==> config.mk <==
export PLATFORM = sky130hd
export DESIGN_NAME = alu_exec_ctrl
export DESIGN_NICKNAME = d
export VERILOG_FILES = /design/src/rtl/alu_exec_ctrl.sv
export SDC_FILE = /design/constraint.sdc
export NUM_CORES = 1
export LEC_CHECK = 0
export CAP_MARGIN = 20
export CELL_PAD_IN_SITES_DETAIL_PLACEMENT = 1
export CELL_PAD_IN_SITES_GLOBAL_PLACEMENT = 1
export CORE_UTILIZATION = 49
export CTS_CLUSTER_DIAMETER = 50
export DETAILED_ROUTE_END_ITERATION = 10
export DONT_BUFFER_PORTS = 1
export HOLD_SLACK_MARGIN = 0.05
export PLACE_DENSITY = 0.81
export SLEW_MARGIN = 20
export SYNTH_ARGS = -nofsm -noshare
export SYNTH_HDL_FRONTEND = slang
export SYNTH_SLANG_ARGS = --single-unit
export TNS_END_PERCENT = 1
==> constraint.sdc <==
create_clock -name clk -period 2.1 [get_ports clk]
set_input_delay 0.42 -clock clk [delete_from_list [all_inputs] [get_ports clk]]
set_output_delay 0.42 -clock clk [all_outputs]
set_load 0.005 [all_outputs]
==> src/rtl/alu_exec_ctrl.sv <==
// Multi-cycle execute controller feeding an external 8-bit ALU: fetches two
// operands from a 4x8 register file, drives the ALU, captures and writes back the result.
module alu_exec_ctrl #(
    parameter int unsigned DATA_W = 8,
    parameter int unsigned NREGS  = 4
) (
    input  logic              clk,
    input  logic              rst,
    input  logic              instr_valid,
    output logic              instr_ready,
    input  logic [8:0]        instr,
    input  logic              host_we,
    input  logic [1:0]        host_addr,
    input  logic [DATA_W-1:0] host_data,
    input  logic [1:0]        dbg_addr,
    output logic [DATA_W-1:0] dbg_data,
    output logic [DATA_W-1:0] parmA,
    output logic [DATA_W-1:0] parmB,
    output logic [2:0]        selOp,
    input  logic [DATA_W-1:0] alu_result,
    output logic              done,
    output logic [DATA_W-1:0] result_out,
    output logic              zero,
    output logic              illegal
);

    localparam int unsigned ADDR_W = 2;
    localparam int unsigned OP_W   = 3;
    localparam logic [OP_W-1:0] OP_LAST_LEGAL = 3'b100;

    typedef enum logic [1:0] {
        IDLE = 2'd0,
        READ = 2'd1,
        EXEC = 2'd2,
        WB   = 2'd3
    } state_t;

    state_t state;
    state_t state_next;

    logic              accept;
    logic [OP_W-1:0]   op_q;
    logic [ADDR_W-1:0] rd_q;
    logic [ADDR_W-1:0] ra_q;
    logic [ADDR_W-1:0] rb_q;
    logic [DATA_W-1:0] hold_q;
    logic [DATA_W-1:0] capture;
    logic              op_illegal;
    logic [DATA_W-1:0] regs [NREGS];

    assign op_illegal = (op_q > OP_LAST_LEGAL);
    // Illegal ops capture zero so result_out and zero agree with the held value.
    assign capture    = op_illegal ? '0 : alu_result;
    assign dbg_data   = regs[dbg_addr];

    always_ff @(posedge clk) begin
        if (rst) begin
            state <= IDLE;
        end else begin
            state <= state_next;
        end
    end

    always_comb begin
        state_next  = state;
        instr_ready = 1'b0;
        accept      = 1'b0;
        case (state)
            IDLE: begin
                instr_ready = 1'b1;
                if (instr_valid) begin
                    accept     = 1'b1;
                    state_next = READ;
                end
            end
            READ:    state_next = EXEC;
            EXEC:    state_next = WB;
            WB:      state_next = IDLE;
            default: state_next = IDLE;
        endcase
    end

    // Instruction latch, operand fetch, result capture and writeback.
    always_ff @(posedge clk) begin
        if (rst) begin
            op_q       <= '0;
            rd_q       <= '0;
            ra_q       <= '0;
            rb_q       <= '0;
            hold_q     <= '0;
            parmA      <= '0;
            parmB      <= '0;
            selOp      <= '0;
            result_out <= '0;
            zero       <= 1'b0;
            illegal    <= 1'b0;
            done       <= 1'b0;
            for (int unsigned i = 0; i < NREGS; i++) begin
                regs[ADDR_W'(i)] <= '0;
            end
        end else begin
            done <= 1'b0;
            if (state == IDLE && host_we) begin
                regs[host_addr] <= host_data;
            end
            if (accept) begin
                op_q <= instr[8:6];
                rd_q <= instr[5:4];
                ra_q <= instr[3:2];
                rb_q <= instr[1:0];
            end
            case (state)
                READ: begin
                    parmA <= regs[ra_q];
                    parmB <= regs[rb_q];
                    selOp <= op_q;
                end
                EXEC: begin
                    // Status is published on entry to WB so it lines up with done.
                    hold_q     <= capture;
                    result_out <= capture;
                    zero       <= (capture == '0);
                    illegal    <= op_illegal;
                    done       <= 1'b1;
                end
                WB: begin
                    if (!op_illegal) begin
                        regs[rd_q] <= hold_q;
                    end
                end
                default: ;
            endcase
        end
    end

endmodule

==> summary.txt <==
Outcome
  – Status: finished clean

Power and ir drop
  – Leak Pwr: 1.45 nW
  – PwrDens: 1070 mW/mm^2
  – Portion of total power attributed to the clock network: 29.7%
  – Switch Pwr: 0.00131 W
  – Sw Ratio: 31.8%
  – Internal power: 0.00282 W
  – Comb power frac: 24.7%
  – Sequential share of power: 45.6%
  – VDD IR-drop max: 0.000391 V
  – Design Power: 0.00413 W

Detailed routing
  – Number of DRC violations after detailed routing: 0
  – TritonRoute pass-1 iters: 4
  – Detail-routed via count per cell: 5.96
  – Number of vias after detailed routing: 2,456
  – Routed len/inst: 19.9 um
  – Antenna Violating Nets Remaining: 0
  – Detailed-route wire length: 8200 um
  – First-iteration detailed-routing DRC count: 84

Worst setup path
  – Worst-path cell with the longest stage delay: sky130_fd_sc_hd__dfxtp_1
  – CP max stage delay: 0.34 ns
  – Startpoint type of the worst setup path: flop
  – Required arrival time at the worst endpoint: 2.11 ns
  – Critical Path Sink Type: flop
  – Ordered cell list for the critical path: inv_1, ha_1, nand3_1, a211o_1, a21o_1, nand2b_1
  – Worst Path Class, Setup: reg2reg
  – Maximum fanout along the worst path: 8
  – Worst path arrival time: 1.98 ns

CTS
  – CTS resizes: 0
  – Setup Fix Bufs, Post-CTS: 0
  – Clock transition at the registers of the reported paths: 0.08 ns
  – Root Driver: sky130_fd_sc_hd__clkbuf_8
  – TritonCTS clock tree: yes
  – Number of sinks on the clock net: 73
  – Worst-skew pair later-pin latency: 0.36 ns
  – Deepest clock path buffer count: 2
  – Number of H-tree levels: 3
  – Hold-fix buffers, CTS: 0
  – Total CTS buffers: 9

Floorplan
  – Area of the die: 0.00761 mm^2
  – Core Footprint: 0.00691 mm^2
  – Initial standard-cell utilization of the core: 51.6%
  – Die outline width: 87.2 um
  – Placement Rows: 30
  – # IOs: 72
  – Y dimension of the die: 87.2 um

STA
  – Worst-case hold slack: 0.127 ns
  – Final-report max-slew violation count: 0
  – Final critical-path required period: 1.97 ns
  – Post-route fraction of the period consumed by the critical path: 93.8%
  – Slew of the pin with the lowest slew margin: 0.557 ns
  – Total negative setup slack: 0 ns
  – Upper clock frequency limit: 0.508 GHz
  – Relative slew slack: 62.8%
  – Final setup violation count: 0
  – Fin Clk Skew: 0.00879 ns
  – Unrepaired setup endpoints after global routing: no
  – Final Hold Violating Endpoints: 0

Synthesis
  – Synthesized cell area: 0.00356 mm^2
  – Unique masters post-synth: 38
  – Post-synthesis average cell area: 11.3 um^2
  – Part of the Yosys area used for sequential elements: 50.0%
  – Warnings, synthesis: 0
  – Post-Syn Instances: 316
  – Total of flip-flops plus latches after synthesis: 73
  – Net count after synthesis: 354

Global route
  – Total global-route track usage: 22.7%
  – Grt ovf: 0
  – Wire length of the first global-routing pass: 12,800 um
  – Via count of the first global-routing pass: 2,493
  – Largest net degree at the start of global routing: 59
  – Number of antenna violations at the first check in global routing: 0

Finish
  – Antenna diode count: 0
  – Synthesis-to-finish area growth: 8.54%
  – Fraction of final layout cells with drive strength greater than 1: 17.4%
  – Finished layout cell area: 0.00386 mm^2
  – Nets: 349
  – Most frequent standard cell in the layout excluding fill and tap cells: sky130_fd_sc_hd__nor2_1
  – Fin util: 56.0%
  – Highest-count cells in the layout ignoring fill and taps: sky130_fd_sc_hd__nor2_1 (57), sky130_fd_sc_hd__dfxtp_1 (41), sky130_fd_sc_hd__edfxtp_1 (32)

Place
  – Placed cell area: 0.00363 mm^2
  – Final estimated routing congestion in global placement: 0.894
  – Count of buffers inserted at the top-level ports: 0
  – Detail Placement HPWL: 5850 um

Job
  – Maximum Capacitance Violations: 0

Worst hold path
  – Type of the worst min-delay path: in2reg
==> per-layer routing <==
layer  track usage (%)  vias up  routed length (um)
li1                  -     1145                   -
met1              28.1     1208                3520
met2              37.8       91                3990
met3              5.59       12                 549
met4              10.1        0                 147
met5                 0        -                   0
==> kinds of logic after synthesis <==
logic type / count (synthesis) / synth area share, %
simple gates: 112 / 14.3
mux: 44 / 20.8
flops: 73 / 50.0
fa+ha+maj: 5 / 1.76
compound gates: 45 / 8.68
buf+inv: 37 / 4.46
==> stage by stage <==
stage                     cells  setup WS, ns
after floorplan             316         0.135
after global routing        412        0.0145
after detailed placement    396         0.105
final                       412         0.130
after global placement      396         0.202
after CTS                   412        0.0530
==> cells in the mapped netlist <==
cell	count	area [um^2]
sky130_fd_sc_hd__nor2_2	1	6.26
sky130_fd_sc_hd__a211oi_1	2	15.0
sky130_fd_sc_hd__clkinv_1	1	3.75
sky130_fd_sc_hd__and4b_1	1	10.0
sky130_fd_sc_hd__nor4_1	2	12.5
sky130_fd_sc_hd__mux4_2	24	541
sky130_fd_sc_hd__a311o_1	1	10.0
sky130_fd_sc_hd__nor2b_1	3	18.8
sky130_fd_sc_hd__and3_1	8	50.1
sky130_fd_sc_hd__and2_1	2	12.5
sky130_fd_sc_hd__clkbuf_2	1	5.00
sky130_fd_sc_hd__buf_2	9	45.0
sky130_fd_sc_hd__o21bai_1	8	60.1
sky130_fd_sc_hd__nand2_1	12	45.0
sky130_fd_sc_hd__nand2b_1	2	12.5
sky130_fd_sc_hd__clkbuf_1	12	45.0
sky130_fd_sc_hd__a221o_1	1	10.0
sky130_fd_sc_hd__a21oi_1	20	100
sky130_fd_sc_hd__nand3_1	19	95.1
sky130_fd_sc_hd__inv_1	11	41.3
sky130_fd_sc_hd__or3_1	1	6.26
sky130_fd_sc_hd__ha_1	5	62.6
sky130_fd_sc_hd__a31oi_1	1	6.26
sky130_fd_sc_hd__buf_1	2	7.51
sky130_fd_sc_hd__nand4b_1	1	8.76
sky130_fd_sc_hd__a211o_1	2	17.5
sky130_fd_sc_hd__nor3_1	2	10.0
sky130_fd_sc_hd__nor2_1	57	214
sky130_fd_sc_hd__buf_6	1	11.3
sky130_fd_sc_hd__nand4_1	1	6.26
sky130_fd_sc_hd__o21ai_4	1	16.3
sky130_fd_sc_hd__a21o_1	1	7.51
sky130_fd_sc_hd__edfxtp_1	32	961
sky130_fd_sc_hd__dfxtp_1	41	821
sky130_fd_sc_hd__mux2i_1	20	200
sky130_fd_sc_hd__a22oi_1	6	45.0
sky130_fd_sc_hd__a2111oi_1	1	10.0
sky130_fd_sc_hd__o21bai_2	1	11.3
==> registers in the layout (all words and copies together), names as in the netlist <==
name and count:
illegal 1, done 1, parmA 8, op_q 3
ra_q 2, rb_q 2, hold_q 8, state 2
parmB 8, selOp 3, rd_q 2, regs 32
zero 1
==> worst max-delay path, delay by kind of cell (launching register included) <==
family / cells / cell delay, ns
flops: 1 / 0.34
simple gates: 2 / 0.44
buf+inv: 1 / 0.14
compound gates: 2 / 0.49
fa+ha+maj: 1 / 0.22
==> layout make-up <==
type	instances	area, um^2
tap	96	120
inverter	12	45.0
fill	742	3040
timing repair buffer	9	67.6
clock inverter	7	93.8
sequential	73	1780
multi-input combinational	206	1630
clock buffer	9	124
==> worst paths after layout <==
check | to | start | cells past startpoint | slack, ns
worst max-delay path | regs[1][0] | state[0] | 6 | 0.13
worst min-delay path | op_q[0] | rst | 1 | 0.13
worst max register to register | regs[1][0] | state[0] | 6 | 0.13
worst min register to register | rd_q[0] | rd_q[0] | 2 | 0.51
==> power groups by stage <==
stage	clock network, W	logic, W	registers (W)
final	0.00123	0.00102	0.00188
after global routing	0.00129	0.00113	0.00191
after CTS	0.00124	0.00102	0.00188
after detailed placement	0	0.00101	0.00191
after global placement	0	0.000966	0.00189
after floorplan	0	0.000863	0.00183
No activity file was read; power rests on OpenSTA's default activity.
